<file path="src/rtl/alu_issue_stage.sv">
// Issue + EX/WB stage around an external combinational 32-bit ALU.
// Operands are read from a 32x32 register file (R0 reads as zero), latched
// into ALU_A/ALU_B/ALU_OP, and the ALU result is written back one cycle later.
// A RAW dependency on the single in-flight op costs one stall cycle.
module alu_issue_stage #(
  parameter int ADDR_W = 5
) (
  input  logic              clk,
  input  logic              rst,
  input  logic              IN_VALID,
  output logic              IN_READY,
  input  logic [4:0]        IN_OP,
  input  logic [ADDR_W-1:0] IN_RS,
  input  logic [ADDR_W-1:0] IN_RT,
  input  logic [ADDR_W-1:0] IN_RD,
  input  logic              IN_USE_IMM,
  input  logic [31:0]       IN_IMM,
  output logic [31:0]       ALU_A,
  output logic [31:0]       ALU_B,
  output logic [4:0]        ALU_OP,
  input  logic [31:0]       ALU_OUT,
  output logic              WB_VALID,
  output logic [ADDR_W-1:0] WB_ADDR,
  output logic [31:0]       WB_DATA,
  output logic [15:0]       WB_CNT,
  input  logic [ADDR_W-1:0] DBG_ADDR,
  output logic [31:0]       DBG_DATA
);

  localparam int NREG = 1 << ADDR_W;

  logic [31:0]       regs [NREG];
  logic              ex_valid;
  logic [ADDR_W-1:0] ex_rd;
  logic [31:0]       rs_val, rt_val;
  logic              ex_wr, hazard, accept;

  // Register file read ports; R0 is forced to zero regardless of storage.
  always_comb begin
    rs_val   = (IN_RS    == '0) ? 32'd0 : regs[IN_RS];
    rt_val   = (IN_RT    == '0) ? 32'd0 : regs[IN_RT];
    DBG_DATA = (DBG_ADDR == '0) ? 32'd0 : regs[DBG_ADDR];
  end

  // Write-back qualifier and RAW hazard against the op sitting in EX.
  // No bypass: after one stall cycle the producer has already been written.
  always_comb begin
    ex_wr    = ex_valid && (ALU_OP != 5'd0) && (ex_rd != '0);
    hazard   = ex_wr && ((IN_RS == ex_rd) || (!IN_USE_IMM && (IN_RT == ex_rd)));
    IN_READY = !rst && !hazard;
    accept   = IN_VALID && IN_READY;
  end

  // Issue: latch operands on accept, otherwise inject a bubble (ALU_OP = 0).
  always_ff @(posedge clk) begin
    if (rst) begin
      ALU_A    <= '0;
      ALU_B    <= '0;
      ALU_OP   <= '0;
      ex_rd    <= '0;
      ex_valid <= 1'b0;
    end else if (accept) begin
      ALU_A    <= rs_val;
      ALU_B    <= IN_USE_IMM ? IN_IMM : rt_val;
      ALU_OP   <= IN_OP;
      ex_rd    <= IN_RD;
      ex_valid <= 1'b1;
    end else begin
      ALU_OP   <= '0;
      ex_valid <= 1'b0;
    end
  end

  // EX/WB: capture ALU result into the register file and the WB port.
  always_ff @(posedge clk) begin
    if (rst) begin
      for (int i = 0; i < NREG; i++) regs[i] <= '0;
      WB_VALID <= 1'b0;
      WB_ADDR  <= '0;
      WB_DATA  <= '0;
      WB_CNT   <= '0;
    end else begin
      WB_VALID <= ex_wr;
      if (ex_wr) begin
        regs[ex_rd] <= ALU_OUT;
        WB_ADDR     <= ex_rd;
        WB_DATA     <= ALU_OUT;
        WB_CNT      <= WB_CNT + 16'd1;
      end
    end
  end

endmodule
</file>
<file path="config.mk">
export PLATFORM = sky130hd
export DESIGN_NAME = alu_issue_stage
export DESIGN_NICKNAME = d
export VERILOG_FILES = /design/src/rtl/alu_issue_stage.sv
export SDC_FILE = /design/constraint.sdc
export NUM_CORES = 2
export LEC_CHECK = 0
export ABC_AREA = 1
export BUFFER_PORTS_ARGS = -buffer_cell sky130_fd_sc_hd__buf_2
export CAP_MARGIN = 20
export CELL_PAD_IN_SITES_DETAIL_PLACEMENT = 2
export CELL_PAD_IN_SITES_GLOBAL_PLACEMENT = 2
export CORE_MARGIN = 2
export CORE_UTILIZATION = 33
export DETAILED_ROUTE_END_ITERATION = 6
export GPL_ROUTABILITY_DRIVEN = 0
export PLACE_DENSITY_LB_ADDON = 0.1
export SYNTH_ARGS = -nofsm -noshare
export SYNTH_HDL_FRONTEND = slang
export SYNTH_SLANG_ARGS = --single-unit
export TNS_END_PERCENT = 50
</file>
<file path="constraint.sdc">
create_clock -name clk -period 2.6 [get_ports clk]
set_clock_uncertainty 0.05 [all_clocks]
set_input_delay 0.26 -clock clk [delete_from_list [all_inputs] [get_ports clk]]
set_output_delay 0.26 -clock clk [all_outputs]
set_load 0.01 [all_outputs]
</file>
Word-level counts from Yosys, hierarchy flattened. Memory sizes are Yosys's and may differ from the RTL's. Index checks and enable logic that the tools add are counted.

Bits in registers: 129. RAM bits: 1024. Input bits: 93. Word-level logic and storage cells: 44. Memories: 1.

Memories: regs (depth 32, bits a word 32, rd ports 3, clocked after Yosys merged registers in 0, wr ports 32, RTL line 32) `logic [31:0] regs [NREG];`.

Add/subtract/negate cells: 1. Eq/ne operators: 2. Multiplexer cells: 13. Bitwise operators: 1. Reduce and logical (&&, ||, !) cells: 17.

Operators with widths (number): 2-to-1 mux 32 bit (5); OR reduction 32 bit (1); adder 16 x 1 -> 16 bit, second input constant (1); zero test 5 bit (3); equality test 5 bit (2); nonzero test 5 bit (2); 2-to-1 mux 1 bit (7); logical AND 1 bit (6); 2-to-1 mux 5 bit (1); zero test 1 bit (3); OR reduction 2 bit (1); logical OR 1 bit (1); inverter 1 bit (1).

Logic depth before layout (Yosys ltp).
Depth after elaboration: 9. Gate-level depth with buffers: 15. Depth with buffers taken out: 12.

Least setup slack after synthesis. Ideal clock, no wire load.

Path kind: flip-flop to flip-flop. From: reg ex_rd[1]. To: mem regs[17][0] (enable). Arrival: 2304 ps. Required time: 2161 ps. Slack: -144 ps. Stages on the path, launching flop included: 12. Period minus slack after synthesis: 2744 ps. Cell sequence: dfxtp_1 -> buf_2 -> nor2_1 -> nand2_1 -> nand3_2 -> buf_2 -> inv_2 -> nand3_1 -> nor2_4 -> nand2_1 -> buf_2 -> nand2_1.

RTL lines: from (decl) (RTL line 34) `logic [ADDR_W-1:0] ex_rd;`; from (signal assigned) (RTL line 60) `ex_rd <= '0;`; from (signal assigned) (RTL line 66) `ex_rd <= IN_RD;`; to (decl) (RTL line 32).

==> impl_metrics.tcl <==
set metrics [dict create \
    internal-power_mw 36.1 \
    place_area_um2 81900 \
    critPathRequiredTime_ns 2.29 \
    hold_violations 0 \
    grt_max_degree 64 \
    pin_count 249 \
    h-tree-depth 4 \
    die_area_um2 220000 \
    routed_wl_um 472000 \
    power_frac_comb 0.202 \
    synth.distinct_cells 34 \
    synth_cells 9954 \
    met2_usage 0.625 \
    p_sw_frac 0.328 \
    grt_pass1_vias 85177 \
    core_um2 215000 \
    port_buffers 248 \
    drtIter0Drc 11630 \
    grt_use_total 0.416 \
    rsz0062_at_grt "yes" \
    cts_root_buffer "clkbuf_16" \
    drive_above_1_share 0.153 \
    place_inst 12962 \
    endpoint_kind "output port" \
    grt_util_met3 0.0964 \
    yosysWarnings 0 \
    grt_pass1_wl_um 655000 \
    p_total_mw 53.7 \
    fin_ws_ns -0.235 \
    final_util 0.414 \
    nNetsFinal 10512 \
    peakVddDrop_mv 0.684 \
    hp-class "in -> reg" \
    yosys.area.top_type_share 0.430 \
    wl_per_cell_um 35.3 \
    cp.arrival_ns 2.53 \
    setup_violations 30 \
    power.switching_mw 17.6 \
    critPathLaunchType "register" \
    initial_utilization 0.333 \
    p_seq_frac 0.403 \
    cts_max_path_buffers 3 \
    chipHeight_um 469 \
    cts_buffers 151 \
    power_density_nw_per_um2 603 \
    cts_tree "done" \
    overflow 0 \
    fmax_ghz 0.353 \
    antenna_found_initial 35 \
    synth.most_common_cell "nand2_1" \
    final_area_um2 89000 \
    gr-usage-met1 0.545 \
    postSynth.asyncResetShare 0 \
    ys_ff_latch 1153 \
    clock-sinks 1153 \
    hpwl_um 316000 \
    vias 83228 \
    critical_path_class "reg -> out" \
    fin_cells 13385 \
    clkSlewWorstSetupHoldPaths_ns 0.06 \
    avgSynthCellArea_um2 7.18 \
    rows 170 \
    status "finished with violations" \
    die_w_um 469 \
    synth_area_leaders "edfxtp_1 (43%), nand2_1 (11%), nand3_1 (9.2%)" \
    tightest_slew_ns 0.863 \
    ant_nets 0 \
    drt_first_pass_iters 6 \
    synth_edf_count 1024 \
    ys_seq_area_frac 0.466 \
    clkPwrFrac 0.396 \
    drc 0 \
    syn_area_um2 71500 \
    max_slew_margin 0.423 \
    violations "setup timing" \
    slew_viol_final 0 \
    cap_violations 0 \
    netlist_top_cells_count "nand2_1 (2,184), nor2_1 (1,610), nand3_1 (1,311)" \
    synth_flop_cell "edfxtp_1" \
    path_max_fanout 2 \
    worstSkewPairLatency_ns 0.85 \
    via_per_inst 6.22 \
    fin_crit_ns 2.84 \
    busiest_layer "met2" \
    synth_top_area_cell "edfxtp_1" \
    power.leakage_nw 37.4 \
    area_delta_synth_final_pct 24.6 \
    layout_worst_path_cycle_share 1.09 \
]
worst max-delay path: stages, from the launching register on:
cell and delay (ns):
edfxtp_1 0.36, inv_1 0.09, o21ai_2 0.20, a21oi_1 0.08, o21ai_2 0.17, nand3_2 0.15
nand3_2 0.16, nand2_1 0.14, nor2_2 0.19, buf_2 0.15
per-stage QoR:
stage / TNS, ns / setup slack [ns] / hold slack (ns)
after global placement: -8.17 / -0.638 / 0.410
after global routing: -6.14 / -0.338 / 0.0469
after detailed placement: -18.43 / -0.593 / 0.419
final: -4.24 / -0.235 / 0.0184
after CTS: -4.78 / -0.219 / 0.00258
after floorplan: -54.78 / -0.109 / 0.322
state kept, by name, indices dropped and copies added, names as in the netlist:
register  count
ALU_A        32
ALU_B        32
ALU_OP        5
WB_ADDR       5
WB_CNT       16
WB_DATA      32
WB_VALID      1
ex_rd         5
ex_valid      1
regs       1024
kinds of logic (layout without fill, tap and decap cells):
logic type | count (synthesis) | in the layout | share of synthesized area
AND/OR/NAND/NOR | 5140 | 5140 | 0.294
AO/OA/AOI/OAI | 1947 | 1947 | 0.146
buffers and inverters | 1709 | 2264 | 0.0930
flip-flops | 1153 | 1153 | 0.466
XOR/XNOR | 3 | 3 | 0.000368
adder cells (fa/ha/maj) | 1 | 1 | 0.000175
other | 1 | 39 | 0.0000525
path summary, 6_finish.rpt:
path                                endpoint  cells past startpoint          from  slack [ns]
worst max-delay path            DBG_DATA[16]                      9  regs[25][16]       -0.24
worst min-delay path              WB_DATA[4]                      4    ALU_OUT[4]        0.02
worst max register to register      ALU_A[0]                     20   regs[25][0]           0
worst min register to register    WB_ADDR[2]                      2    WB_ADDR[2]        0.43
final cells by class:
| cell class | count | area, um2 |
|---|---|---|
| clock buffer | 214 | 4270 |
| inverter | 824 | 3160 |
| sequential | 1153 | 33300 |
| tap | 2838 | 3550 |
| antenna | 7 | 17.5 |
| clock inverter | 61 | 492 |
| fill | 24480 | 126000 |
| multi-input combinational | 7123 | 32600 |
| timing repair buffer | 1165 | 11500 |
layout by cell type, fill, tap and decap left out, types with 26 or more instances in the layout:
master         synthesis  final
o211ai_1             180    180
o21ai_1                6    114
nand2_1             2184   2094
o21ai_0             1100    973
a21oi_1              564    527
nand2_2                1     87
buf_6                  0     43
a21oi_2                0     31
a21boi_0              32     32
a31oi_1               30     26
buf_12                 0    237
inv_1                815    784
nor2_1              1610   1579
dfxtp_1              129    124
inv_2                  6     27
buf_4                  2    601
nand3_1             1311   1258
conb_1                 1     32
clkbuf_1             606     45
edfxtp_1            1024   1024
clkbuf_16              0    158
buf_2                176    218
dlygate4sd3_1          0     59
nand3_2                1     47
power groups by stage:
stage / clock, mW / sequential, mW / combinational [mW]
final: 21.2 / 21.6 / 10.8
after detailed placement: 0 / 21.9 / 9.94
after CTS: 21.3 / 21.6 / 10.3
after global placement: 0 / 21.9 / 9.68
after global routing: 22.0 / 21.7 / 11.2
after floorplan: 0 / 21.7 / 4.42
layer usage:
layer,routed length (um),vias up
li1,-,33917
met1,185000,42820
met2,202000,5196
met3,53000,1277
met4,31900,18
met5,133,-
what timing repair did:
item | in CTS | in global routing
gates resized for setup | 250 | 165
pin swaps | 103 | 106
buffers inserted | 67 | 25
hold endpoints to repair | 117 | 0
endpoints found under the setup margin | 294 | 103
hold buffers | 59 | 0
Power figures use the tool's default switching activity.
